[src/rtl/apb_req_bridge.sv]
// Valid/ready request channel to APB master bridge; one transfer outstanding at a time.
// Define APB_REQ_BRIDGE_TIMEOUT_EN to bound the ACCESS-phase wait and add timeout_evt.
module apb_req_bridge #(
   parameter int unsigned PADDR_WIDTH    = 32,
   parameter int unsigned PWDATA_WIDTH   = 32,
   parameter int unsigned PRDATA_WIDTH   = 32,
   parameter int unsigned NUM_SLAVES     = 16,
   parameter int unsigned SLV_SEL_LSB    = 12,
   parameter int unsigned TIMEOUT_CYCLES = 256
) (
   input  logic                    pclock21,
   input  logic                    preset21,
   input  logic                    req_valid,
   output logic                    req_ready,
   input  logic                    req_write,
   input  logic [PADDR_WIDTH-1:0]  req_addr,
   input  logic [PWDATA_WIDTH-1:0] req_wdata,
   output logic                    rsp_valid,
   input  logic                    rsp_ready,
   output logic [PRDATA_WIDTH-1:0] rsp_rdata,
   output logic                    rsp_err,
   output logic [PADDR_WIDTH-1:0]  paddr,
   output logic                    prwd,
   output logic [PWDATA_WIDTH-1:0] pwdata,
   output logic [15:0]             psel,
   output logic                    penable,
   input  logic                    pready,
   input  logic [PRDATA_WIDTH-1:0] prdata,
   input  logic                    pslverr
`ifdef APB_REQ_BRIDGE_TIMEOUT_EN
   ,
   output logic                    timeout_evt
`endif
);

   typedef enum logic [1:0] {StIdle, StSetup, StAccess, StResp} state_e;

   if (NUM_SLAVES < 1 || NUM_SLAVES > 16 || TIMEOUT_CYCLES < 1) begin : g_bad_param
      $error("apb_req_bridge: NUM_SLAVES must be 1..16 and TIMEOUT_CYCLES at least 1");
   end

   state_e                  state_q, state_d;
   logic                    req_ready_q, req_ready_d;
   logic                    rsp_valid_q, rsp_valid_d;
   logic [PRDATA_WIDTH-1:0] rsp_rdata_q, rsp_rdata_d;
   logic                    rsp_err_q, rsp_err_d;
   logic [PADDR_WIDTH-1:0]  paddr_q, paddr_d;
   logic                    prwd_q, prwd_d;
   logic [PWDATA_WIDTH-1:0] pwdata_q, pwdata_d;
   logic [15:0]             psel_q, psel_d;
   logic                    penable_q, penable_d;

   logic [3:0]              req_idx;
   logic                    req_hit;

`ifdef APB_REQ_BRIDGE_TIMEOUT_EN
   localparam int unsigned CntW = ($clog2(TIMEOUT_CYCLES) < 8)  ? 8  :
                                  ($clog2(TIMEOUT_CYCLES) > 16) ? 16 : $clog2(TIMEOUT_CYCLES);
   logic [CntW-1:0] cnt_q, cnt_d;
   logic            timeout_evt_q, timeout_evt_d;
`endif

   assign req_idx = req_addr[SLV_SEL_LSB +: 4];
   assign req_hit = ({28'd0, req_idx} < NUM_SLAVES);

   always_comb begin
      state_d     = state_q;
      req_ready_d = req_ready_q;
      rsp_valid_d = rsp_valid_q;
      rsp_rdata_d = rsp_rdata_q;
      rsp_err_d   = rsp_err_q;
      paddr_d     = paddr_q;
      prwd_d      = prwd_q;
      pwdata_d    = pwdata_q;
      psel_d      = psel_q;
      penable_d   = penable_q;
`ifdef APB_REQ_BRIDGE_TIMEOUT_EN
      cnt_d         = cnt_q;
      timeout_evt_d = 1'b0;
`endif
      case (state_q)
         StIdle: begin
            req_ready_d = 1'b1;
            // Accept uses the registered ready so the cycle after reset never accepts.
            if (req_valid && req_ready_q) begin
               req_ready_d = 1'b0;
               if (req_hit) begin
                  state_d   = StSetup;
                  paddr_d   = req_addr;
                  prwd_d    = req_write;
                  pwdata_d  = req_write ? req_wdata : '0;
                  psel_d    = 16'd1 << req_idx;
                  penable_d = 1'b0;
               end else begin
                  state_d     = StResp;
                  rsp_valid_d = 1'b1;
                  rsp_err_d   = 1'b1;
                  rsp_rdata_d = '0;
               end
            end
         end
         StSetup: begin
            state_d   = StAccess;
            penable_d = 1'b1;
`ifdef APB_REQ_BRIDGE_TIMEOUT_EN
            cnt_d = '0;
`endif
         end
         StAccess: begin
            if (pready) begin
               state_d     = StResp;
               rsp_valid_d = 1'b1;
               rsp_err_d   = pslverr;
               rsp_rdata_d = (prwd_q || pslverr) ? '0 : prdata;
               psel_d      = '0;
               penable_d   = 1'b0;
`ifdef APB_REQ_BRIDGE_TIMEOUT_EN
            end else if (cnt_q == CntW'(TIMEOUT_CYCLES - 1)) begin
               state_d       = StResp;
               rsp_valid_d   = 1'b1;
               rsp_err_d     = 1'b1;
               rsp_rdata_d   = '0;
               psel_d        = '0;
               penable_d     = 1'b0;
               timeout_evt_d = 1'b1;
            end else begin
               cnt_d = cnt_q + 1'b1;
`endif
            end
         end
         StResp: begin
            if (rsp_ready) begin
               state_d     = StIdle;
               rsp_valid_d = 1'b0;
               req_ready_d = 1'b1;
            end
         end
         default: state_d = StIdle;
      endcase
   end

   always_ff @(posedge pclock21) begin
      if (!preset21) begin
         state_q     <= StIdle;
         req_ready_q <= 1'b0;
         rsp_valid_q <= 1'b0;
         rsp_rdata_q <= '0;
         rsp_err_q   <= 1'b0;
         paddr_q     <= '0;
         prwd_q      <= 1'b0;
         pwdata_q    <= '0;
         psel_q      <= '0;
         penable_q   <= 1'b0;
`ifdef APB_REQ_BRIDGE_TIMEOUT_EN
         cnt_q         <= '0;
         timeout_evt_q <= 1'b0;
`endif
      end else begin
         state_q     <= state_d;
         req_ready_q <= req_ready_d;
         rsp_valid_q <= rsp_valid_d;
         rsp_rdata_q <= rsp_rdata_d;
         rsp_err_q   <= rsp_err_d;
         paddr_q     <= paddr_d;
         prwd_q      <= prwd_d;
         pwdata_q    <= pwdata_d;
         psel_q      <= psel_d;
         penable_q   <= penable_d;
`ifdef APB_REQ_BRIDGE_TIMEOUT_EN
         cnt_q         <= cnt_d;
         timeout_evt_q <= timeout_evt_d;
`endif
      end
   end

   assign req_ready = req_ready_q;
   assign rsp_valid = rsp_valid_q;
   assign rsp_rdata = rsp_rdata_q;
   assign rsp_err   = rsp_err_q;
   assign paddr     = paddr_q;
   assign prwd      = prwd_q;
   assign pwdata    = pwdata_q;
   assign psel      = psel_q;
   assign penable   = penable_q;
`ifdef APB_REQ_BRIDGE_TIMEOUT_EN
   assign timeout_evt = timeout_evt_q;
`endif

endmodule

[config.mk]
export PLATFORM = sky130hd
export DESIGN_NAME = apb_req_bridge
export DESIGN_NICKNAME = d
export VERILOG_FILES = /design/src/rtl/apb_req_bridge.sv
export SDC_FILE = /design/constraint.sdc
export NUM_CORES = 1
export LEC_CHECK = 0
export CORE_ASPECT_RATIO = 0.5
export CORE_MARGIN = 1
export CORE_UTILIZATION = 37
export DETAILED_ROUTE_END_ITERATION = 8
export PLACE_DENSITY = 0.85
export SYNTH_ARGS = -nofsm -noshare
export SYNTH_HDL_FRONTEND = slang
export SYNTH_SLANG_ARGS = --single-unit
[constraint.sdc]
create_clock -name pclock21 -period 1.8 [get_ports pclock21]
set_input_delay 0.27 -clock pclock21 [delete_from_list [all_inputs] [get_ports pclock21]]
set_output_delay 0.27 -clock pclock21 [all_outputs]
set_load 0.1 [all_outputs]
==> results by group, run 1 <==
Yosys
  – Synth top area share: 50.6%
  – Multiplexer share of the synthesized area: 4.31%
  – Largest family of logic cells by synthesized area: simple AND/OR/NAND/NOR gates
  – Top post-synthesis cells by area: dfxtp_1 (51%), nand2_1 (11%), a21boi_0 (11%)
  – Post-synthesis xor/xnor area fraction: 0%
  – Syn_nets: 623
  – Largest area contributor in the netlist: dfxtp_1
  – Post-synth cell types: 31
  – Synth Area in Simple Gates: 21.7%
  – Synth Area in Compound Gates: 17.0%
  – Seq/Total Area, Yosys: 50.6%
  – Post-Synth Adder-Cell Area: 1.86%
  – Syn Std Cell Area: 0.00471 mm²
  – Yosys reg bits: 119
  – Average cell area after synthesis: 9.18 µm²
  – Cells after Synth: 513
  – Syn. warnings: 0

Timing
  – Hold Vio Cnt, Final: 0
  – Max-slew headroom at the worst pin: 62.6%
  – Max-slew violations: 0
  – Fmax: 585 MHz
  – Slew @ Worst Pin: 560 ps
  – Clock Skew: 9.01 ps
  – Tcrit/Tclk final: 95.0%
  – RSZ-0062 raised after global routing: false
  – Final setup viols: 0
  – Min Tclk post-route: 1710 ps

Cells and area
  – Area occupied by multi-input gates: 0.00212 mm²
  – Fin cells: 900
  – Share of cells above drive strength 1: 23.3%
  – NumNets Final: 833
  – Commonest non-fill, non-tap cell in the layout: nand2_1
  – Most frequent cells in the layout: nand2_1 (137), buf_4 (121), dfxtp_1 (117), clkdlybuf4s50_1 (101), a21boi_0 (66)
  – Diode count: 0
  – Synthesis-to-layout area growth: 58.3%
  – Filler cells: 989
  – Cell area after layout: 0.00745 mm²
  – Register area: 0.00238 mm²

Floorplanning
  – Initial Util: 38.9%
  – Ports: 220
  – Die height: 81.8 µm
  – Cell row count: 28
  – DIE AREA: 0.0132 mm²
  – Die W: 162 µm
  – Area of the core: 0.0121 mm²

Drt
  – First-pass DRT Iterations: 4
  – Vias: 4,402
  – Antenna Nets Post-Route: 0
  – DR WL/cell: 15.3 µm
  – Vias per cell: 4.89
  – Starting DRT DRC Count: 281
  – Residual DRC: 0
  – Routed wire length: 13,800 µm

Global route
  – Vias in the first global route: 4,221
  – Grt ovf: 0
  – Largest net degree at the start of global routing: 65
  – Antenna violations before repair: 0
  – First-pass GRT wire length: 21,200 µm
  – Gr usage total: 20.6%

Power
  – Pwr Density: 1380 mW/mm²
  – Pleak: 2.93 nW
  – Max IR drop VDD: 0.000711 V

Clocking
  – TritonCTS Buffers: 17
  – Postcts setup bufs: 0
  – Post-cts hold buffer count: 0
  – Clock Tree Root: clkbuf_16
  – Clk pin slew, worst setup/hold paths: 50 ps
  – Clk buf depth: 2
  – TritonCTS clock tree: built
  – Clk_lat worst skew: 400 ps
  – H-tree depth: 4
  – CTS Sinks: 119

Run status
  – Status: complete, no violations

Setup path
  – Crit-path cells: inv_1 -> ha_1 -> a21boi_4 -> nor3_4 -> buf_12 -> mux2i_1
  – Top delay family on crit path: flip-flops
  – Worst path slowest cell: dfxtp_1
  – Critical path arrival: 2030 ps
  – Setup crit end kind: flip-flop
  – CP bufs+invs: 2
  – Req. time, crit path: 2120 ps
  – Worst stage delay on the critical path: 430 ps
  – Critical path startpoint category: flip-flop
  – Crit-path max FO: 16
  – Critical path class: flip-flop to flip-flop

Placement
  – Post-Place Cells: 869
  – PortBufs: 219
  – Gpl congestion: 0.800
  – Final HPWL from detailed placement: 9570 µm
  – Post-DP Area: 0.00682 mm²

Hold path
  – Hold Crit Class: input port to flip-flop

Flow run
  – Max_cap viols: 0
## registers in the layout (all words and copies together), names as in the netlist
signal / count
req_ready: 1
rsp_rdata: 32
prwd: 1
pwdata: 32
penable: 1
rsp_valid: 1
rsp_err: 1
state_q: 2
paddr: 32
psel: 16
## repair_timing
action                     in CTS  in global routing
hold endpoints to repair        0                  0
setup endpoints to repair      12                  1
gates cloned                    0                  0
resized for setup               1                  1
## stage by stage
step	utilization, %	setup WS, ps	hold WS, ps	TNS, ps	power, mW
2_1_floorplan	-	83.3	415	0	5.78
3_3_place_gp	56.4	30.7	444	0	6.70
3_5_place_dp	56.4	-26.1	453	-182	6.75
4_1_cts	61.6	92.4	283	0	10.3
5_1_grt	61.6	5.55	286	0	10.7
6_report	61.6	90.4	291	0	10.3
## cells in the mapped netlist, drive strengths merged
library cell and n:
clkbuf 20, nor2 1, dfxtp 119, nor3b 3, and3b 3, nor2b 35, mux2 2, mux2i 18
o311ai 1, and4bb 1, buf 21, and3 2, nand3 34, o41ai 1, inv 2, ha 7
a32o 1, o21ai 1, nand2 137, a22oi 32, nor3 4, o221a 1, a21boi 67
## cell type report
| cell class | instances | area share, % |
|---|---|---|
| Clock buffer | 23 | 6.42 |
| Inverter | 2 | 0.101 |
| Clock inverter | 8 | 1.95 |
| Multi-Input combinational cell | 351 | 28.5 |
| Tap cell | 165 | 2.77 |
| Timing Repair Buffer | 232 | 28.2 |
| Sequential cell | 119 | 32.0 |
## power by group
part | switching (mW) | internal [mW]
clock network | 1.16 | 2.42
logic | 2.56 | 1.12
registers | 0.150 | 2.88
total | 3.87 | 6.41
## path summary, 6_finish.rpt
path	start	endpoint	slack (ps)	cells past startpoint
max reg2reg	state_q[1]$_SDFFE_PN0P_	psel[11]$_SDFFE_PN0P_	90	6
min reg2reg	pwdata[20]$_SDFFE_PN0P_	pwdata[20]$_SDFFE_PN0P_	460	2
min	preset21	paddr[14]$_SDFFE_PN0P_	290	2
max	state_q[1]$_SDFFE_PN0P_	psel[11]$_SDFFE_PN0P_	90	6
## per-layer routing
| layer | global-route usage [%] | vias to the layer above | wire length [µm] |
|---|---|---|---|
| li1 | - | 2158 | - |
| met2 | 37.4 | 116 | 7120 |
| met1 | 23.2 | 2090 | 5750 |
| met5 | 0 | - | 0 |
| met4 | 11.4 | 0 | 463 |
| met3 | 4.34 | 38 | 457 |
## kinds of logic after synthesis
| logic type | Yosys count |
|---|---|
| and+or+nand+nor | 220 |
| buffers and inverters | 43 |
| adders and majority gates | 7 |
| AOI/OAI and AO/OA | 104 |
| muxes | 20 |
| DFF | 119 |
## worst register-to-register path: stages (launching register included)
cell	delay [ps]
dfxtp_1	430
inv_1	120
ha_1	270
a21boi_4	190
nor3_4	220
buf_12	190
mux2i_1	220
No activity file was read; power rests on OpenSTA's default activity.
==> run 2: changes to the inputs <==
Settings changed: SKIP_LAST_GASP set to 1.
==> results of run 2 <==
The final DEF is identical to that of run 1; final timing and power are the same.
==> run 3: changes to the inputs <==
Settings changed: CELL_PAD_IN_SITES_DETAIL_PLACEMENT set to 1, CELL_PAD_IN_SITES_GLOBAL_PLACEMENT set to 2, CORE_UTILIZATION 37 to 21, PLACE_DENSITY 0.85 to 0.86.
Clock period 1.8 ns to 1.5 ns, I/O delays scaled along.
==> run 3 against run 2 <==
First-iteration DRC count shrank 29%. Global-route usage is 4.7 points lower. Maximum frequency increased by 16%. Setup slack worse by 60 ps. Register-to-register slack worse by 60 ps.
==> results by group, run 3 (synthesis gave the netlist of run 1 again) <==
Clocking
  – H-tree depth: 4 (unchanged)
  – Clk buf depth: 2 (unchanged)
  – Clock Tree Root: clkbuf_16
  – TritonCTS clock tree: built
  – CTS Sinks: 119 (unchanged)
  – Post-cts hold buffer count: 0 (unchanged)
  – Clk pin slew, worst setup/hold paths: 60 ps (about the same)
  – Clk_lat worst skew: 430 ps (+30 ps)
  – TritonCTS Buffers: 17 (unchanged)

Drt
  – Routed wire length: 18,200 µm (+32%)
  – Vias per cell: 4.31 (-12%)
  – Antenna Nets Post-Route: 0 (unchanged)
  – DR WL/cell: 17.4 µm (+13%)
  – Vias: 4,525 (+2.8%)
  – Residual DRC: 0 (unchanged)
  – First-pass DRT Iterations: 4 (unchanged)
  – Starting DRT DRC Count: 200 (-29%)

Global route
  – Antenna violations before repair: 0 (unchanged)
  – Vias in the first global route: 4,934 (+17%)
  – First-pass GRT wire length: 27,700 µm (+31%)
  – Grt ovf: 0 (unchanged)
  – Largest net degree at the start of global routing: 55 (-15%)
  – Gr usage total: 15.9% (-4.7 points)

Timing
  – Clock Skew: 11.6 ps (+2.62 ps)
  – Tcrit/Tclk final: 98.0% (+3.0 points)
  – Slew @ Worst Pin: 383 ps (-177 ps)
  – Final WS setup: 30.0 ps (-60.4 ps)
  – Max-slew headroom at the worst pin: 74.3% (+12 points)
  – Hold_ws: 217 ps (-73.6 ps)
  – Min Tclk post-route: 1470 ps (-240 ps)
  – Final setup viols: 0 (unchanged)
  – Fmax: 680 MHz (+16%)
  – Max-slew violations: 0 (unchanged)
  – RSZ-0062 raised after global routing: true
  – Hold Vio Cnt, Final: 0 (unchanged)

Placement
  – Post-DP Area: 0.00856 mm² (+25%)
  – Post-Place Cells: 1,015 (+17%)
  – Place WS: -155 ps (-129 ps)
  – Gpl congestion: 0.753 (-5.8%)
  – Final HPWL from detailed placement: 13,100 µm (+37%)
  – PortBufs: 219 (unchanged)

Run status
  – Status: complete, no violations

Setup path
  – Depth of the most critical reg-to-reg path: 6 (unchanged)
  – Worst setup startpoint: state_q[1]$_SDFFE_PN0P_
  – Critical path arrival: 1800 ps (-230 ps)
  – Crit-path max FO: 23 (+7)
  – Register-to-register setup slack: 30 ps (-60 ps)
  – Req. time, crit path: 1830 ps (-290 ps)
  – RR Endpoint: pwdata[1]$_SDFFE_PN0P_
  – Critical path startpoint category: flip-flop
  – Setup crit end kind: flip-flop
  – Critical path class: flip-flop to flip-flop
  – Reg2Reg Launch Point: state_q[1]$_SDFFE_PN0P_

Hold path
  – Hold_sp: preset21
  – Worst Hold Depth: 2 (unchanged)
  – Hold Path End: paddr[12]$_SDFFE_PN0P_
  – Hold Crit Class: input port to flip-flop

Power
  – Gate power share: 40.3% (+4.5 points)
  – Pleak: 3.33 nW (+14%)
  – Sw frac: 39.1% (+1.4 points)
  – Internal cell power: 8.07 mW (+26%)
  – Clock share of power: 31.1% (-3.7 points)
  – Flop pwr share: 28.6% (-0.9 points)
  – Sw Pwr: 5.17 mW (+34%)
  – Pwr Density: 1430 mW/mm² (+3.8%)
  – Max IR drop VDD: 0.000535 V (-25%)

Cells and area
  – NumNets Final: 847 (+1.7%)
  – Fin cells: 1,050 (+17%)
  – Area occupied by multi-input gates: 0.00215 mm² (+1.5%)
  – Diode count: 0 (unchanged)
  – Share of cells above drive strength 1: 26.0% (+2.7 points)
  – Synthesis-to-layout area growth: 96.2%
  – Cell area after layout: 0.00924 mm² (+24%)
  – Filler cells: 2,311 (+130%)
  – Register area: 0.00239 mm² (+0.31%)
  – Most frequent cells in the layout: nand2_1 (137), buf_12 (126), dfxtp_1 (115), clkdlybuf4s50_1 (101), a21boi_0 (60)
  – Commonest non-fill, non-tap cell in the layout: nand2_1

Floorplanning
  – Cell row count: 38 (+36%)
  – Initial Util: 21.6% (-17 points)
  – Die height: 108 µm (+32%)
  – DIE AREA: 0.0231 mm² (+75%)
  – Die W: 214 µm (+32%)
  – Ports: 220 (unchanged)
  – Area of the core: 0.0218 mm² (+81%)

Flow run
  – Max_cap viols: 0 (unchanged)
## run 3: layout make-up
cell class | instances | area share (%)
inverters | 2 | 0.0813
multi-input cells | 351 | 23.3
clock inverters | 14 | 1.63
flip-flops and latches | 119 | 25.9
clock buffers | 18 | 4.75
repair buffers | 246 | 40.2
well taps | 300 | 4.06
## run 3: layer usage
layer / share of wire (%) / vias up / track usage, %
met5: 0 / - / 0
met4: 2.8 / 0 / 7.04
met3: 2.5 / 32 / 2.95
met2: 55 / 72 / 29.8
met1: 40 / 2232 / 17.5
li1: - / 2189 / -
## run 3: repair_timing
item | 4_1_cts | 5_1_grt
gates cloned | 1 | 1
setup endpoints to repair | 63 | 47
gates resized for setup | 4 | 10
buffers inserted | 0 | 1
## run 3: per-stage QoR
stage | utilization (%) | power [mW] | setup TNS, ps
2_1_floorplan | - | 6.96 | -1280
3_5_place_dp | 39.2 | 9.07 | -7720
3_3_place_gp | 39.2 | 8.97 | -2140
4_1_cts | 42.2 | 13.4 | -72.1
6_report | 42.3 | 13.2 | 0
5_1_grt | 42.3 | 13.8 | -435
## run 3: worst max path at each step
stage,to,slack (ps),cells after the start
finish,pwdata[1]$_SDFFE_PN0P_,30,6
global route,psel[4]$_SDFFE_PN0P_,-40,6
CTS,pwdata[0]$_SDFFE_PN0P_,-10,6
detailed placement,pwdata[1]$_SDFFE_PN0P_,-160,5
global placement,state_q[0]$_SDFFE_PN0P_,-80,6
floorplan,psel[10]$_SDFFE_PN0P_,-130,7
## run 3: power by group through the flow
stage,registers (mW),clock network [mW],logic [mW]
3_3_place_gp,3.84,0,5.13
4_1_cts,3.79,4.26,5.36
2_1_floorplan,5.60,0,1.35
6_report,3.79,4.12,5.33
3_5_place_dp,3.85,0,5.22
5_1_grt,3.82,4.39,5.56
## run 3: critical path, stage by stage, from the launching register on
cell      delay, ps
dfxtp_2         340
inv_1           110
ha_4            170
and3_4          260
buf_12          190
nand3_1         100
a21boi_0        190
